[config.mk]
export PLATFORM = sky130hd
export DESIGN_NAME = mem_dump
export DESIGN_NICKNAME = d
export VERILOG_FILES = /design/src/rtl/mu0_pkg.sv /design/src/rtl/mem_dump.sv
export SDC_FILE = /design/constraint.sdc
export NUM_CORES = 1
export LEC_CHECK = 0
export CAP_MARGIN = 20
export CELL_PAD_IN_SITES_DETAIL_PLACEMENT = 1
export CELL_PAD_IN_SITES_GLOBAL_PLACEMENT = 1
export CORE_MARGIN = 2
export CORE_UTILIZATION = 33
export CTS_CLUSTER_DIAMETER = 60
export CTS_CLUSTER_SIZE = 30
export DETAILED_ROUTE_END_ITERATION = 8
export MAX_ROUTING_LAYER = met4
export PLACE_DENSITY = 0.84
export SETUP_SLACK_MARGIN = 0.05
export SLEW_MARGIN = 20
export SYNTH_ARGS = -nofsm -noshare
export SYNTH_HDL_FRONTEND = slang
export SYNTH_SLANG_ARGS = --single-unit
[constraint.sdc]
create_clock -name clk -period 1.94 [get_ports clk]
set_input_delay 0.388 -clock clk [delete_from_list [all_inputs] [get_ports clk]]
set_output_delay 0.388 -clock clk [all_outputs]
set_load 0.02 [all_outputs]
[src/rtl/mu0_pkg.sv]
// Shared definitions for the MU0 memory-side blocks.
// Contents:
//   MU0_ADDR_W   - default memory address width (matches the MU0 address bus)
//   MU0_DATA_W   - default memory word width
//   dump_state_e - state encoding of the mem_dump sequencer
package mu0_pkg;

    localparam int unsigned MU0_ADDR_W = 12;
    localparam int unsigned MU0_DATA_W = 16;

    typedef enum logic [2:0] {
        StIdle,
        StReq,
        StCap,
        StOut,
        StDone
    } dump_state_e;

endpackage

[src/rtl/mem_dump.sv]
// mem_dump: reads an inclusive, possibly wrapping, address range from a
// single-port memory and presents each word on a valid/ready stream.
// Each word costs at least three cycles: a request cycle, a capture cycle and
// an output cycle that lasts until the consumer accepts the word.
//
// Ports:
//   clk, rst         - clock, asynchronous active-high reset
//   start            - dump request, sampled only while idle
//   first_addr       - first word address, sampled with start
//   last_addr        - last word address (inclusive), sampled with start
//   memrq, rnw       - memory request / read-not-write (always a read)
//   mem_addr         - memory address, holds between requests
//   mem_rdata        - memory read data, valid one cycle after memrq
//   m_valid, m_ready - output stream handshake
//   m_data, m_addr   - dumped word and its address
//   busy             - dump in progress (non-idle)
//   done             - one-cycle pulse after the last word transfers
//   checksum         - running sum of transferred words
//
// Configuration: define MEM_DUMP_CHECKSUM_EN to build the checksum adder;
// otherwise checksum is tied to zero.
module mem_dump
    import mu0_pkg::*;
#(
    parameter int unsigned ADDR_W = MU0_ADDR_W,
    parameter int unsigned DATA_W = MU0_DATA_W
) (
    input  logic              clk,
    input  logic              rst,
    input  logic              start,
    input  logic [ADDR_W-1:0] first_addr,
    input  logic [ADDR_W-1:0] last_addr,
    output logic              memrq,
    output logic              rnw,
    output logic [ADDR_W-1:0] mem_addr,
    input  logic [DATA_W-1:0] mem_rdata,
    output logic              m_valid,
    input  logic              m_ready,
    output logic [DATA_W-1:0] m_data,
    output logic [ADDR_W-1:0] m_addr,
    output logic              busy,
    output logic              done,
    output logic [DATA_W-1:0] checksum
);

    dump_state_e state_q, state_d;

    logic [ADDR_W-1:0] cnt_q;
    logic [ADDR_W-1:0] last_q;
    logic [DATA_W-1:0] m_data_q;
    logic [ADDR_W-1:0] m_addr_q;

    logic accept;
    logic xfer;

    assign accept = (state_q == StIdle) && start;
    assign xfer   = (state_q == StOut) && m_ready;

    // State register
    always_ff @(posedge clk or posedge rst) begin
        if (rst) begin
            state_q <= StIdle;
        end else begin
            state_q <= state_d;
        end
    end

    // Next-state logic
    always_comb begin
        state_d = state_q;
        unique case (state_q)
            StIdle: if (start) state_d = StReq;
            StReq:  state_d = StCap;
            StCap:  state_d = StOut;
            StOut: begin
                if (m_ready) state_d = (cnt_q == last_q) ? StDone : StReq;
            end
            StDone: state_d = StIdle;
            default: state_d = StIdle;
        endcase
    end

    // Outputs decoded from state
    always_comb begin
        memrq   = (state_q == StReq);
        rnw     = 1'b1;
        m_valid = (state_q == StOut);
        busy    = (state_q != StIdle);
        done    = (state_q == StDone);
    end

    // The address counter doubles as mem_addr: it only changes on the edge
    // that enters REQ, so the bus is stable whenever memrq is low. It is not
    // advanced after the last word, leaving mem_addr at the final address.
    always_ff @(posedge clk or posedge rst) begin
        if (rst) begin
            cnt_q    <= '0;
            last_q   <= '0;
            m_data_q <= '0;
            m_addr_q <= '0;
        end else begin
            if (accept) begin
                cnt_q  <= first_addr;
                last_q <= last_addr;
            end else if (xfer && (cnt_q != last_q)) begin
                cnt_q <= cnt_q + ADDR_W'(1);
            end
            if (state_q == StCap) begin
                m_data_q <= mem_rdata;
                m_addr_q <= cnt_q;
            end
        end
    end

    assign mem_addr = cnt_q;
    assign m_data   = m_data_q;
    assign m_addr   = m_addr_q;

`ifdef MEM_DUMP_CHECKSUM_EN
    logic [DATA_W-1:0] sum_q;

    always_ff @(posedge clk or posedge rst) begin
        if (rst) begin
            sum_q <= '0;
        end else if (accept) begin
            sum_q <= '0;
        end else if (xfer) begin
            sum_q <= sum_q + m_data_q;
        end
    end

    assign checksum = sum_q;
`else
    assign checksum = '0;
`endif

endmodule

==> qor.yml <==
sta:
  period_share: 0.952
  skew_ps: 6.01
  fin_crit_ps: 1850
  tns_ps: 0
  slew_violations: 0
  hold_viol: 0
  setup_viol: 0
  max_freq_mhz: 541
  rsz0062_at_grt: "no"
placement:
  port_buffers: 87
  dp_hpwl_um: 4850
  placedInstanceArea_um2: 3670
  gp_congestion: 0.821
die:
  initial_utilization: 0.339
  num_io_pins: 105
  num_rows: 32
  core_um2: 7730
  die_x_um: 93.1
  die_h_um: 93.1
  die_area_um2: 8670
cts:
  htree_num_levels: 2
  path_clk_slew_ps: 100
  post-cts-setup-buffer-count: 0
  cts_tree: "yes"
  clock_latency_ps: 300
  cts_sinks: 55
  cts_root_buffer: "clkbuf_8"
  clock_path_buffers: 2
  numCtsBuffers: 5
critical_path:
  arrival_ps: 1460
  end_kind: "output port"
  path_max_fanout: 4
  cp.required_ps: 1550
  crit_type: "reg -> out"
  start_kind: "flip-flop"
global_route:
  grt_pass1_vias: 2070
  grt_pass1_wl_um: 10100
  grt-ovfl-total: 0
  grt_max_degree: 56
  grt_usage: 0.152
  antenna_found_initial: 0
finish:
  synthToLayoutAreaGrowth_pct: 43.7
  fin_util: 0.487
  fillers: 839
  fin_area_um2: 3760
  antenna_cells: 0
  regArea_um2: 1380
  layout-drive-gt1-share: 0.238
  multi_input_area_um2: 1120
  nNetsFinal: 363
detailed_routing:
  ant_nets: 0
  vias: 1952
  drcViolationCount: 0
  drt-total-wl_um: 6420
  first_pass_iters: 4
  drt-initial-drc-count: 72
  vias_per_cell: 4.64
  wire_per_inst_um: 15.2
yosys:
  synthesis.area_um2: 2620
  synth-edff-count: 0
  syn_inst: 218
  synth_cell_type_count: 31
  synthFlopType: "dfrtp_1"
  yosysWarnings: 0
  seq_area_frac_synth: 0.525
  postSynth.asyncResetShare: 1.00
  synth_seq_cells: 55
  avgSynthCellArea_um2: 12.0
power:
  leakage_nw: 1.56
  ir_drop_mv: 0.759
  power_density_nw_per_um2: 1660
flow_run:
  maxCapViolCount: 0
min_path:
  hp-class: "in -> async"
run_status:
  status: "finished, final reports clean"
[state kept, by name, indices dropped and copies added, names as in the netlist]
signal    count
last_q       12
mem_addr     12
m_addr       12
m_data       16
state_q       3
[cells by family after synthesis]
| group | after synthesis | share of synthesized area |
|---|---|---|
| flip-flops | 55 | 0.525 |
| AND/OR/NAND/NOR | 55 | 0.119 |
| multiplexers | 41 | 0.176 |
| buffers and inverters | 28 | 0.0707 |
| XOR/XNOR | 23 | 0.0769 |
| AO/OA/AOI/OAI | 13 | 0.0248 |
| other | 2 | 0.00287 |
| adder cells (fa/ha/maj) | 1 | 0.00477 |
[worst max-delay path: stages (launching register included)]
cell and delay [ps]:
dfrtp_1 400, buf_4 150, clkdlybuf4s50_1 610
[worst paths after layout]
kind	start	endpoint	slack, ps	cells after the start
min	rst	m_data[9]	440	3
max	mem_addr[10]	mem_addr[10]	90	2
max reg2reg	mem_addr[5]	mem_addr[1]	140	7
min in group clk	m_data[14]	m_data[14]	520	1
max in group asynchronous	rst	state_q[0]	1210	3
min reg2reg	m_data[14]	m_data[14]	520	1
[per-layer routing]
| metal | part of all wire | vias to the layer above | track usage |
|---|---|---|---|
| met3 | 0.053 | 6 | 0.0314 |
| met5 | 0 | - | - |
| met2 | 0.50 | 63 | 0.252 |
| met4 | 0.0058 | 0 | 0.0282 |
| met1 | 0.45 | 973 | 0.195 |
| li1 | - | 910 | - |
[timing repair]
item / in CTS / in global routing
endpoints found under the setup margin: 4 / 4
gates resized for setup: 7 / 4
hold buffers: 0 / 0
pin swaps: 0 / 0
[per-stage QoR]
step | total power [mW] | setup WS, ps | cells | hold slack (ps)
floorplan | 4.10 | 209 | 233 | 501
global placement | 5.56 | -49.1 | 413 | 490
detailed placement | 5.71 | -157 | 413 | 498
CTS | 6.33 | 60.4 | 421 | 466
global route | 6.65 | 51.0 | 421 | 478
finish | 6.24 | 92.7 | 421 | 439
[synth_stat cells (2+ instances only)]
| cell type | number | area, µm² |
|---|---|---|
| a21oi_1 | 13 | 65.1 |
| and2_1 | 2 | 12.5 |
| and3_1 | 2 | 12.5 |
| buf_2 | 6 | 30.0 |
| buf_4 | 17 | 128 |
| clkbuf_1 | 2 | 7.51 |
| conb_1 | 2 | 7.51 |
| dfrtp_1 | 55 | 1380 |
| mux2_2 | 40 | 450 |
| nand2_1 | 7 | 26.3 |
| nand3_1 | 2 | 10.0 |
| nand4_1 | 5 | 31.3 |
| nor2_1 | 19 | 71.3 |
| nor3_1 | 4 | 20.0 |
| nor3b_1 | 5 | 37.5 |
| xnor2_1 | 22 | 193 |
[cells in the final DEF (no fill, tap or decap), types with 2 or more instances in the layout]
cell type	count
a21oi_1	13
and2_1	2
and3_1	2
buf_12	3
buf_4	15
clkbuf_8	5
clkdlybuf4s50_1	80
clkinv_2	3
conb_1	17
dfrtp_1	53
dfrtp_2	2
dlygate4sd2_1	4
dlymetal6s2s_1	3
mux2_2	40
nand2_1	7
nand3_1	2
nand4_1	5
nor2_1	17
nor2_2	2
nor3_1	4
nor3b_1	4
xnor2_1	22
[layout make-up]
| type | instances | area share |
|---|---|---|
| Sequential cell | 55 | 0.366 |
| Multi-Input combinational cell | 150 | 0.299 |
| Timing Repair Buffer | 105 | 0.278 |
| Tap cell | 102 | 0.0339 |
| Clock buffer | 5 | 0.0183 |
| Clock inverter | 3 | 0.00399 |
| Inverter | 1 | 0.000997 |
[power by group]
part           internal (mW)  switching [mW]  total, mW
registers               1.73           0.391       2.12
logic                   1.86            1.63       3.49
clock network          0.249           0.374      0.623
Power figures use the tool's default switching activity.
